**src/rtl/ram_arb_pkg.sv**
```systemverilog
// Shared types and constants for the two-requester Simple_Ram arbiter.
package ram_arb_pkg;
  localparam int NUM_REQ    = 2;
  localparam int RAM_ADDR_W = 6;
  localparam int RAM_DATA_W = 8;

  typedef enum logic [1:0] {
    ST_IDLE,
    ST_ACCESS,
    ST_RDWAIT
  } state_e;
endpackage

```
**src/rtl/ram_arb_pick.sv**
```systemverilog
// Combinational two-way grant select; RAM_ARB_RR_EN selects round-robin on ties,
// otherwise req0 has fixed priority and the last-grant input is ignored.
module ram_arb_pick import ram_arb_pkg::*; (
  input  logic [NUM_REQ-1:0] valid_i,
  input  logic               last_i,
  output logic               gnt_o,
  output logic               any_o
);
  assign any_o = |valid_i;

`ifdef RAM_ARB_RR_EN
  always_comb begin
    gnt_o = valid_i[1];
    // On a tie, favour whoever was not granted last time.
    if (valid_i[0] && valid_i[1]) gnt_o = ~last_i;
  end
`else
  logic unused_last;
  assign unused_last = last_i;
  assign gnt_o       = ~valid_i[0] & valid_i[1];
`endif
endmodule

```
**src/rtl/ram_arbiter.sv**
```systemverilog
// Serialises two clients' read/write commands onto a single-port RAM; reads respond 3 cycles
// after accept, writes take 2. Clients wait with ready=0 while busy. RAM_ARB_RR_EN enables round-robin.
module ram_arbiter import ram_arb_pkg::*; #(
  parameter int ADDR_W = RAM_ADDR_W,
  parameter int DATA_W = RAM_DATA_W
) (
  input  logic              clk,
  input  logic              rst,
  input  logic              req0_valid,
  output logic              req0_ready,
  input  logic              req0_wnr,
  input  logic [ADDR_W-1:0] req0_addr,
  input  logic [DATA_W-1:0] req0_wdata,
  input  logic              req1_valid,
  output logic              req1_ready,
  input  logic              req1_wnr,
  input  logic [ADDR_W-1:0] req1_addr,
  input  logic [DATA_W-1:0] req1_wdata,
  output logic              rsp0_valid,
  output logic [DATA_W-1:0] rsp0_rdata,
  output logic              rsp1_valid,
  output logic [DATA_W-1:0] rsp1_rdata,
  output logic [ADDR_W-1:0] ram_addr,
  output logic [DATA_W-1:0] ram_data,
  output logic              ram_wnr,
  input  logic [DATA_W-1:0] ram_q,
  output logic              busy
);
  state_e              state_q;
  logic                id_q;
  logic                wnr_q;
  logic [ADDR_W-1:0]   addr_q;
  logic [DATA_W-1:0]   data_q;
  logic                rsp0_valid_q, rsp1_valid_q;
  logic [DATA_W-1:0]   rsp0_rdata_q, rsp1_rdata_q;
  logic                last_q;
  logic                gnt, any_req;
  logic                wnr_d;
  logic [ADDR_W-1:0]   addr_d;
  logic [DATA_W-1:0]   data_d;

  ram_arb_pick u_pick (
    .valid_i ({req1_valid, req0_valid}),
    .last_i  (last_q),
    .gnt_o   (gnt),
    .any_o   (any_req)
  );

`ifdef RAM_ARB_RR_EN
  always_ff @(posedge clk) begin
    if (rst) begin
      last_q <= 1'b1;
    end else if (state_q == ST_IDLE && any_req) begin
      last_q <= gnt;
    end
  end
`else
  assign last_q = 1'b1;
`endif

  always_comb begin
    wnr_d  = gnt ? req1_wnr   : req0_wnr;
    addr_d = gnt ? req1_addr  : req0_addr;
    data_d = gnt ? req1_wdata : req0_wdata;
  end

  always_ff @(posedge clk) begin
    if (rst) begin
      state_q      <= ST_IDLE;
      id_q         <= 1'b0;
      wnr_q        <= 1'b0;
      addr_q       <= '0;
      data_q       <= '0;
      rsp0_valid_q <= 1'b0;
      rsp1_valid_q <= 1'b0;
      rsp0_rdata_q <= '0;
      rsp1_rdata_q <= '0;
    end else begin
      rsp0_valid_q <= 1'b0;
      rsp1_valid_q <= 1'b0;
      case (state_q)
        ST_IDLE: begin
          if (any_req) begin
            id_q    <= gnt;
            wnr_q   <= wnr_d;
            addr_q  <= addr_d;
            data_q  <= data_d;
            state_q <= ST_ACCESS;
          end
        end
        ST_ACCESS: state_q <= wnr_q ? ST_IDLE : ST_RDWAIT;
        ST_RDWAIT: begin
          // ram_q now reflects the address presented during ACCESS.
          if (id_q) begin
            rsp1_rdata_q <= ram_q;
            rsp1_valid_q <= 1'b1;
          end else begin
            rsp0_rdata_q <= ram_q;
            rsp0_valid_q <= 1'b1;
          end
          state_q <= ST_IDLE;
        end
        default: state_q <= ST_IDLE;
      endcase
    end
  end

  assign req0_ready = (state_q == ST_IDLE) & any_req & ~gnt & ~rst;
  assign req1_ready = (state_q == ST_IDLE) & any_req &  gnt & ~rst;
  assign ram_addr   = addr_q;
  assign ram_data   = data_q;
  assign ram_wnr    = (state_q == ST_ACCESS) & wnr_q & ~rst;
  assign busy       = (state_q != ST_IDLE);
  assign rsp0_valid = rsp0_valid_q;
  assign rsp1_valid = rsp1_valid_q;
  assign rsp0_rdata = rsp0_rdata_q;
  assign rsp1_rdata = rsp1_rdata_q;
endmodule
```
**config.mk**
```make
export PLATFORM = sky130hd
export DESIGN_NAME = ram_arbiter
export DESIGN_NICKNAME = d
export VERILOG_FILES = /design/src/rtl/ram_arb_pkg.sv /design/src/rtl/ram_arb_pick.sv /design/src/rtl/ram_arbiter.sv
export SDC_FILE = /design/constraint.sdc
export NUM_CORES = 1
export LEC_CHECK = 0
export ABC_AREA = 1
export BUFFER_PORTS_ARGS = -buffer_cell sky130_fd_sc_hd__buf_2
export CAP_MARGIN = 20
export CORE_MARGIN = 1
export CORE_UTILIZATION = 45
export DETAILED_ROUTE_END_ITERATION = 12
export GPL_TIMING_DRIVEN = 0
export PLACE_DENSITY = 0.89
export SYNTH_ARGS = -nofsm -noshare
export SYNTH_HDL_FRONTEND = slang
export SYNTH_SLANG_ARGS = --single-unit
```
**constraint.sdc**
```tcl
create_clock -name clk -period 1.2 [get_ports clk]
set_input_delay 0.06 -clock clk [delete_from_list [all_inputs] [get_ports clk]]
set_output_delay 0.06 -clock clk [all_outputs]
set_load 0.005 [all_outputs]
```
Word-level counts from Yosys, hierarchy flattened
Cells that the tools add are included.

$add $sub $neg: 0. Multiply operators: 0. Div/mod/pow operators: 0. Magnitude comparators: 0. Eq/ne operators: 3. Shift-type cells: 0. Multiplexer cells: 8. Bitwise logic cells: 13. Reduce and logical (&&, ||, !) cells: 7.

Operators by type and width (number): $and A1 B1 Y1 (8); $mux W8 (1); $mux W6 (1); $reduce_and A2 Y1 (3); $not A1 Y1 (5); $mux W2 (2); $pmux W2 S2 (1); $reduce_or A2 Y1 (2); $mux W1 (3); $eq A2 B1 Y1 const B (1); $eq A2 B2 Y1 const B (1); $logic_not A2 Y1 (1); $ne A2 B2 Y1 const B (1); $reduce_bool A2 Y1 (1).

Bits in registers: 36. Latch bits: 0. RAM bits: 0. Memory bits (read-only): 0. Bits of input ports: 42. Output and inout port bits: 36. Word-level logic and storage cells: 40. Memories kept: 0.

Longest topological paths before layout
Gate-level depths: netlist (run 1).

Depth in word-level cells: 5. Mapped depth: 8. Mapped depth without buffers: 6.

Modules after synthesis
Synthesis (run 1) repeated with hierarchy kept, for this count alone.

Cells, all modules: 243. Area, all modules: 1585.3 um^2.

By module, submodules not included: ram_arbiter (times used 1, cells each 239, area an instance 1570.3 um^2, sequential area each 720.7 um^2); ram_arb_pick (times used 1, cells each 4, area an instance 15.0 um^2, sequential area each 0.0 um^2).

Worst setup path after synthesis (run 1)
OpenSTA, ideal clock, no wires.

Kind: register to register. Start: register state_q[0]. End: register addr_q[0], in the netlist ram_addr[0]. Library setup time: 109 ps. Arrival: 949 ps. Data required time: 1091 ps. Path slack: 143 ps. Cell stages (with the launch flop): 8. Buffers on the path: 1. Clock period less this slack: 1057 ps. Path through: dfxtp_1 > inv_4 > nand2_4 > nor2_4 > buf_6 > nand3_1 > nand2_1 > inv_1.

Cells in the longest elaborated chain, start to end: 2.

Ends and longest elaborated chain: start: declaration (line ram_arbiter.sv:29) `state_e state_q;`; start signal: assignment (line ram_arbiter.sv:91) `ST_ACCESS: state_q <= wnr_q ? ST_IDLE : ST_RDWAIT;`; $logic_not A2 Y1 (line ram_arbiter.sv:81) `case (state_q)`; $reduce_and A2 Y1 (no line); end signal: assignment (line ram_arbiter.sv:86) `addr_q <= addr_d;`; end: declaration (line ram_arbiter.sv:32) `logic [ADDR_W-1:0] addr_q;`.

Every way passes these cells. A chain may end at the register's enable or synchronous reset.

Final worst setup path (run 1)
Start: register state_q[1]. End: output port req0_ready.

Cells in the longest elaborated chain, start to end: 4.

Ends and longest elaborated chain: $logic_not A2 Y1 (line ram_arbiter.sv:108) `assign req0_ready = (state_q == ST_IDLE) & any_req & ~gnt & ~rst;`; $and A1 B1 Y1 (3 in series) (line ram_arbiter.sv:108); end: declaration (line ram_arbiter.sv:10) `output logic req0_ready,`.

Every way passes these cells.

==> out/metrics.csv, run 1 <==
stage;metric;value;unit
status;status;finished with violations;
status;failing checks;setup timing;
global_routing;GR Overflow Total;0;
floorplanning;Die Area;0.00387;sq mm
floorplanning;# IOs;78;
yosys;flip-flop and latch count after synthesis;36;
floorplanning;Core ar.;0.00342;sq mm
drt;post-route ant nets;0;
drt;WL final;4.12;mm
timing;min Tclk post-route;1.23;ns
yosys;syn nets;271;
clock_network;clock root cell;clkbuf_4;
drt;total number of vias;1758;
flow_run;Max-Cap Viols;0;
setup_path;Worst EP arrival;1.17;ns
pwr;P_leak;1.23;nW
yosys;count of cell types in the netlist;21;
timing;Final Cycle Share;102;%
yosys;Synth area leaders;dfxtp_1 44%, nand2_1 18%, nand3_1 9.5%;
timing;Setup Viol. Count Final;2;
clock_network;total CTS buffers;5;
timing;Final Hold Vio Count;0;
yosys;post-synth top area share;44.1;%
layout;Layout area overhead;38.6;%
timing;Max-slew headroom;72.6;%
yosys;Mean Syn Cell Area;7.13;sq um
floorplanning;Initial Utilization;47.8;%
layout;fin area;0.00226;sq mm
clock_network;Clock Tree Buf Depth;2;
layout;share of layout cells above drive strength 1;36.8;%
setup_path;crit path capture type;primary output;
yosys;sequential fraction of the synthesis area;44.1;%
timing;Total Neg Setup Slack;-0.0380;ns
global_routing;vias in the first global route;1593;
clock_network;CTS Sinks;36;
floorplanning;DIE HEIGHT;62.2;microns
floorplanning;FP Rows;21;
yosys;post-synthesis cell area;0.00163;sq mm
timing;post-route setup slack;-0.0289;ns
timing;hold slack;0.0123;ns
timing;Fmax;814;MHz
layout;Final nets;364;
place;post-detail-place hpwl;2.87;mm
timing;pins over their slew limit;0;
drt;Routed WL per cell;11.2;microns
setup_path;Crit Path Class;register to primary output;
pwr;VDD IR max;0.575;mV
setup_path;Startpoint Class;register;
pwr;overall power;2.63;mW
timing;clk_skew;0.00587;ns
layout;ant diodes;0;
drt;DRT Pass-1 Iters;4;
place;Placed Instance Area;0.00207;sq mm
pwr;Pwr Density;1160;mW/mm^2
clock_network;clk slew on worst S/H paths;0.10;ns
clock_network;H-tree depth;2;
setup_path;Crit Path Max Fanout;3;
global_routing;GRT Resource Usage Total;22.7;%
layout;Final Core Density;66.3;%
drt;DRC Markers;0;
drt;vias per std cell;4.76;
global_routing;largest net degree at the start of global routing;11;
timing;Worst-Margin Slew;0.412;ns
floorplanning;Die W;62.2;microns
timing;unrepaired setup endpoints after global routing;yes;
place;IO Port Bufs;75;
yosys;Synth area leader;dfxtp_1;
layout;# fillers;328;
clock_network;CTS tree;done;
yosys;yosys synthesis warning count;0;
yosys;Syn Inst Count;229;
global_routing;antenna violations before repair;0;
global_routing;first-pass GRT wire length;6.96;mm
place;GPL Wtd Cong;0.827;
setup_path;WP data required;1.14;ns
clock_network;clock latency at the later pin of the worst-skew pair;0.33;ns
min_path;HP Class;input pin to register;
drt;initial drt markers;105;
repair_timing:
action,CTS,global route
endpoints found under the hold margin,6,0
hold buffers,3,0
gates resized for setup,4,9
pin swaps,1,4
setup endpoints to repair,4,24
setup buffers,3,4
gates cloned,0,1
cell usage after synthesis:
master / number
nor3_1: 1
inv_1: 19
nand4_1: 16
nand2_2: 1
inv_2: 2
nor2_1: 6
nand2_4: 1
a21oi_1: 16
nor2_4: 2
buf_1: 1
buf_6: 1
dfxtp_1: 36
inv_4: 1
nand3_1: 31
o22ai_1: 1
nand3_4: 1
buf_4: 4
nand3_2: 2
buf_2: 7
nand2_1: 79
clkinv_1: 1
cells in the final DEF (no fill, tap or decap):
| cell type | n |
|---|---|
| nand3_1 | 29 |
| buf_2 | 82 |
| clkbuf_8 | 1 |
| nand2_4 | 1 |
| dfxtp_2 | 2 |
| dfxtp_1 | 34 |
| clkinvlp_4 | 1 |
| buf_12 | 1 |
| a21oi_1 | 16 |
| nand4_1 | 16 |
| nand3_4 | 2 |
| buf_6 | 3 |
| o22ai_1 | 1 |
| clkbuf_1 | 2 |
| inv_1 | 18 |
| nand3_2 | 3 |
| nor2_1 | 5 |
| dlygate4sd3_1 | 3 |
| inv_2 | 3 |
| nor3_1 | 1 |
| inv_4 | 1 |
| buf_1 | 1 |
| buf_4 | 9 |
| nand2_1 | 78 |
| nor2_4 | 2 |
| nor2_2 | 1 |
| clkbuf_4 | 5 |
| nand2_2 | 2 |
layout make-up:
type	count	area, sq um	share of cell area [%]
timing repair buffer	86	475	21.0
clock buffer	8	58.8	2.60
inverter	23	92.6	4.09
tap	46	57.6	2.54
sequential	36	723	32.0
multi-input combinational	157	766	33.8
buffer	13	90.1	3.98
metal layers:
metal	part of all wire [%]	track usage, %
met1	45	28.2
met2	47	37.9
met3	6.7	5.33
met4	1.5	8.72
met5	0	0
worst paths after layout:
check	end	from	cells after the start	slack, ns
setup / recovery	req0_ready	state_q[1]$_SDFFE_PP0P_	5	-0.03
hold reg to reg	state_q[1]$_SDFFE_PP0P_	wnr_q$_SDFFE_PP0N_	1	0.44
setup reg to reg	rsp0_rdata[1]$_SDFFE_PP0P_	state_q[1]$_SDFFE_PP0P_	5	0.05
hold / removal	ram_addr[4]$_SDFFE_PP0N_	req0_addr[4]	5	0.01
registers in the layout, indices dropped and copies added, names as in the netlist:
name,cells
rsp0_rdata,8
rsp1_valid,1
rsp1_rdata,8
rsp0_valid,1
state_q,2
ram_data,8
id_q,1
wnr_q,1
ram_addr,6
power by group:
part	internal, mW	total [mW]	switching [mW]
Sequential	1.29	1.34	0.0550
Clock	0.289	0.662	0.373
Combinational	0.296	0.628	0.332
logic make-up after synthesis:
family | share of synthesized area [%]
and+or+nand+nor | 40.2
DFF | 44.1
buffers and inverters | 10.3
AOI/OAI and AO/OA | 5.29
metrics by stage:
step / instances / setup slack (ns)
after floorplan: 229 / 0.143
after global placement: 350 / 0.0429
after detailed placement: 350 / 0.0188
after CTS: 364 / -0.0303
after global routing: 369 / -0.106
final: 369 / -0.0289
worst max-delay path, stage by stage (launching register included):
cell and delay, ns:
dfxtp_2 0.34, buf_6 0.11, nor2_4 0.10, nand2_2 0.08, nor2_1 0.10, buf_2 0.11
(Power assumes the default switching activity.)
==> run 2, diff against run 1 <==
- PLACE_DENSITY: 0.89 -> 0.84
- SLEW_MARGIN: default -> 20
==> out/metrics.csv, run 2 (same netlist as run 1, synthesis figures left out) <==
stage;metric;value;unit
status;status;finished with violations;
status;failing checks;setup timing;
layout;Layout area overhead;36.4;%
timing;Fmax;814;MHz
place;post-detail-place hpwl;2.91;mm
global_routing;first-pass GRT wire length;7.27;mm
clock_network;clock latency at the later pin of the worst-skew pair;0.33;ns
setup_path;Crit Path Max Fanout;3;
place;worst slack, placed;0.0148;ns
floorplanning;Core ar.;0.00342;sq mm
global_routing;antenna violations before repair;0;
min_path;worst hold endpoint;rsp0_rdata[6]$_SDFFE_PP0P_;
timing;Final Hold Vio Count;0;
timing;Worst-Margin Slew;0.419;ns
setup_path;crit path capture type;primary output;
layout;footprint of the multi-input gates;751;sq um
drt;DRT Pass-1 Iters;4;
setup_path;Crit Path Class;register to primary output;
pwr;Sw Ratio;29.7;%
flow_run;Max-Cap Viols;0;
pwr;switching pwr;0.760;mW
layout;Final Core Density;65.2;%
setup_path;Crit Reg-Reg Endpoint;rsp0_rdata[0]$_SDFFE_PP0P_;
floorplanning;# IOs;78;
timing;Max-slew headroom;72.1;%
layout;# fillers;304;
global_routing;largest net degree at the start of global routing;11;
clock_network;CTS tree;done;
drt;vias per std cell;4.93;
layout;most frequent cells in the layout;82 x buf_2, 78 x nand2_1, 34 x dfxtp_1;
pwr;Pwr Density;1150;mW/mm^2
place;IO Port Bufs;75;
clock_network;total CTS buffers;5;
setup_path;R2R depth;5;
place;Placed Instance Area;0.00207;sq mm
timing;unrepaired setup endpoints after global routing;yes;
pwr;combinational share of power;24.4;%
timing;Setup Viol. Count Final;2;
clock_network;clk slew on worst S/H paths;0.10;ns
pwr;overall power;2.56;mW
floorplanning;FP Rows;21;
timing;clk_skew;0.00415;ns
setup_path;FF-to-FF Start;state_q[1]$_SDFFE_PP0P_;
layout;Final nets;363;
clock_network;clock root cell;clkbuf_4;
drt;Routed WL per cell;11.3;microns
place;GPL Wtd Cong;0.837;
drt;initial drt markers;83;
floorplanning;Initial Utilization;47.8;%
timing;hold slack;0.0161;ns
timing;min Tclk post-route;1.23;ns
setup_path;WP data required;1.14;ns
clock_network;H-tree depth;2;
drt;post-route ant nets;0;
min_path;hold depth;3;
global_routing;GRT Resource Usage Total;23.2;%
pwr;Int Pwr;1.80;mW
timing;pins over their slew limit;0;
drt;total number of vias;1809;
floorplanning;Die Area;0.00387;sq mm
layout;fin area;0.00223;sq mm
global_routing;GR Overflow Total;0;
setup_path;Critical path origin;state_q[1]$_SDFFE_PP0P_;
layout;ant diodes;0;
min_path;HP Class;input pin to register;
timing;post-route setup slack;-0.0282;ns
drt;WL final;4.15;mm
pwr;Seq pwr share;52.5;%
layout;most common cell after layout, fill and taps aside;buf_2;
pwr;VDD IR max;0.665;mV
timing;Final Cycle Share;102;%
pwr;P_leak;1.22;nW
pwr;Clk network pwr share;23.1;%
setup_path;R2R Setup Slk;0.04;ns
setup_path;Startpoint Class;register;
floorplanning;Die W;62.2;microns
global_routing;vias in the first global route;1712;
setup_path;Worst EP arrival;1.17;ns
clock_network;CTS Sinks;36;
clock_network;Clock Tree Buf Depth;2;
min_path;worst hold start;ram_q[6];
floorplanning;DIE HEIGHT;62.2;microns
drt;DRC Markers;0;
layout;FF/Latch Area;723;sq um
layout;share of layout cells above drive strength 1;35.8;%
-- run 2: power by group through the flow --
stage / Combinational (mW) / Clock, mW / Sequential [mW]
2_1_floorplan: 0.324 / 0 / 1.37
3_3_place_gp: 0.538 / 0 / 1.36
3_5_place_dp: 0.554 / 0 / 1.36
4_1_cts: 0.573 / 0.612 / 1.34
5_1_grt: 0.707 / 0.676 / 1.35
6_report: 0.623 / 0.590 / 1.34
-- run 2: metrics by stage --
step / setup TNS, ns / instances
after floorplan: 0 / 229
after global placement: 0 / 350
after detailed placement: 0 / 350
after CTS: -0.0785 / 360
after global routing: -0.438 / 367
final: -0.0360 / 367
-- run 2: routing by layer --
metal | track usage [%] | vias up | wire length (microns)
li1 | - | 927 | -
met1 | 26.7 | 795 | 1850
met2 | 40.7 | 80 | 1930
met3 | 7.54 | 7 | 304
met4 | 6.98 | 0 | 68
met5 | 0 | - | 0
-- run 2: worst max-delay path, cell delays in order (launching register included) --
cell,delay (ns)
dfxtp_2,0.34
buf_6,0.11
nor2_4,0.10
nand2_2,0.08
nor2_1,0.09
buf_2,0.12
-- run 2: layout make-up --
type,count,area share [%]
Buffer,13,4.04
Clock buffer,6,1.85
Clock inverter,1,0.225
Inverter,23,4.10
Multi-Input combinational cell,157,33.7
Sequential cell,36,32.5
Tap cell,46,2.58
Timing Repair Buffer,85,21.0
-- run 2: how the worst max path moves through the flow --
stage,cells after the start,endpoint,slack (ns)
after floorplan,7,ram_addr[0]$_SDFFE_PP0N_,0.14
after global placement,7,ram_addr[2]$_SDFFE_PP0N_,0.03
after detailed placement,7,ram_data[4]$_SDFFE_PP0N_,0.01
after CTS,5,req0_ready,-0.05
after global routing,5,req0_ready,-0.10
final,5,req0_ready,-0.03
-- run 2: what timing repair did --
| item | CTS | global route |
|---|---|---|
| gates resized for setup | 4 | 5 |
| endpoints found under the setup margin | 4 | 17 |
| gates cloned | 0 | 1 |
| pin swaps | 3 | 4 |
| endpoints found under the hold margin | 6 | 8 |
| setup buffers | 3 | 3 |
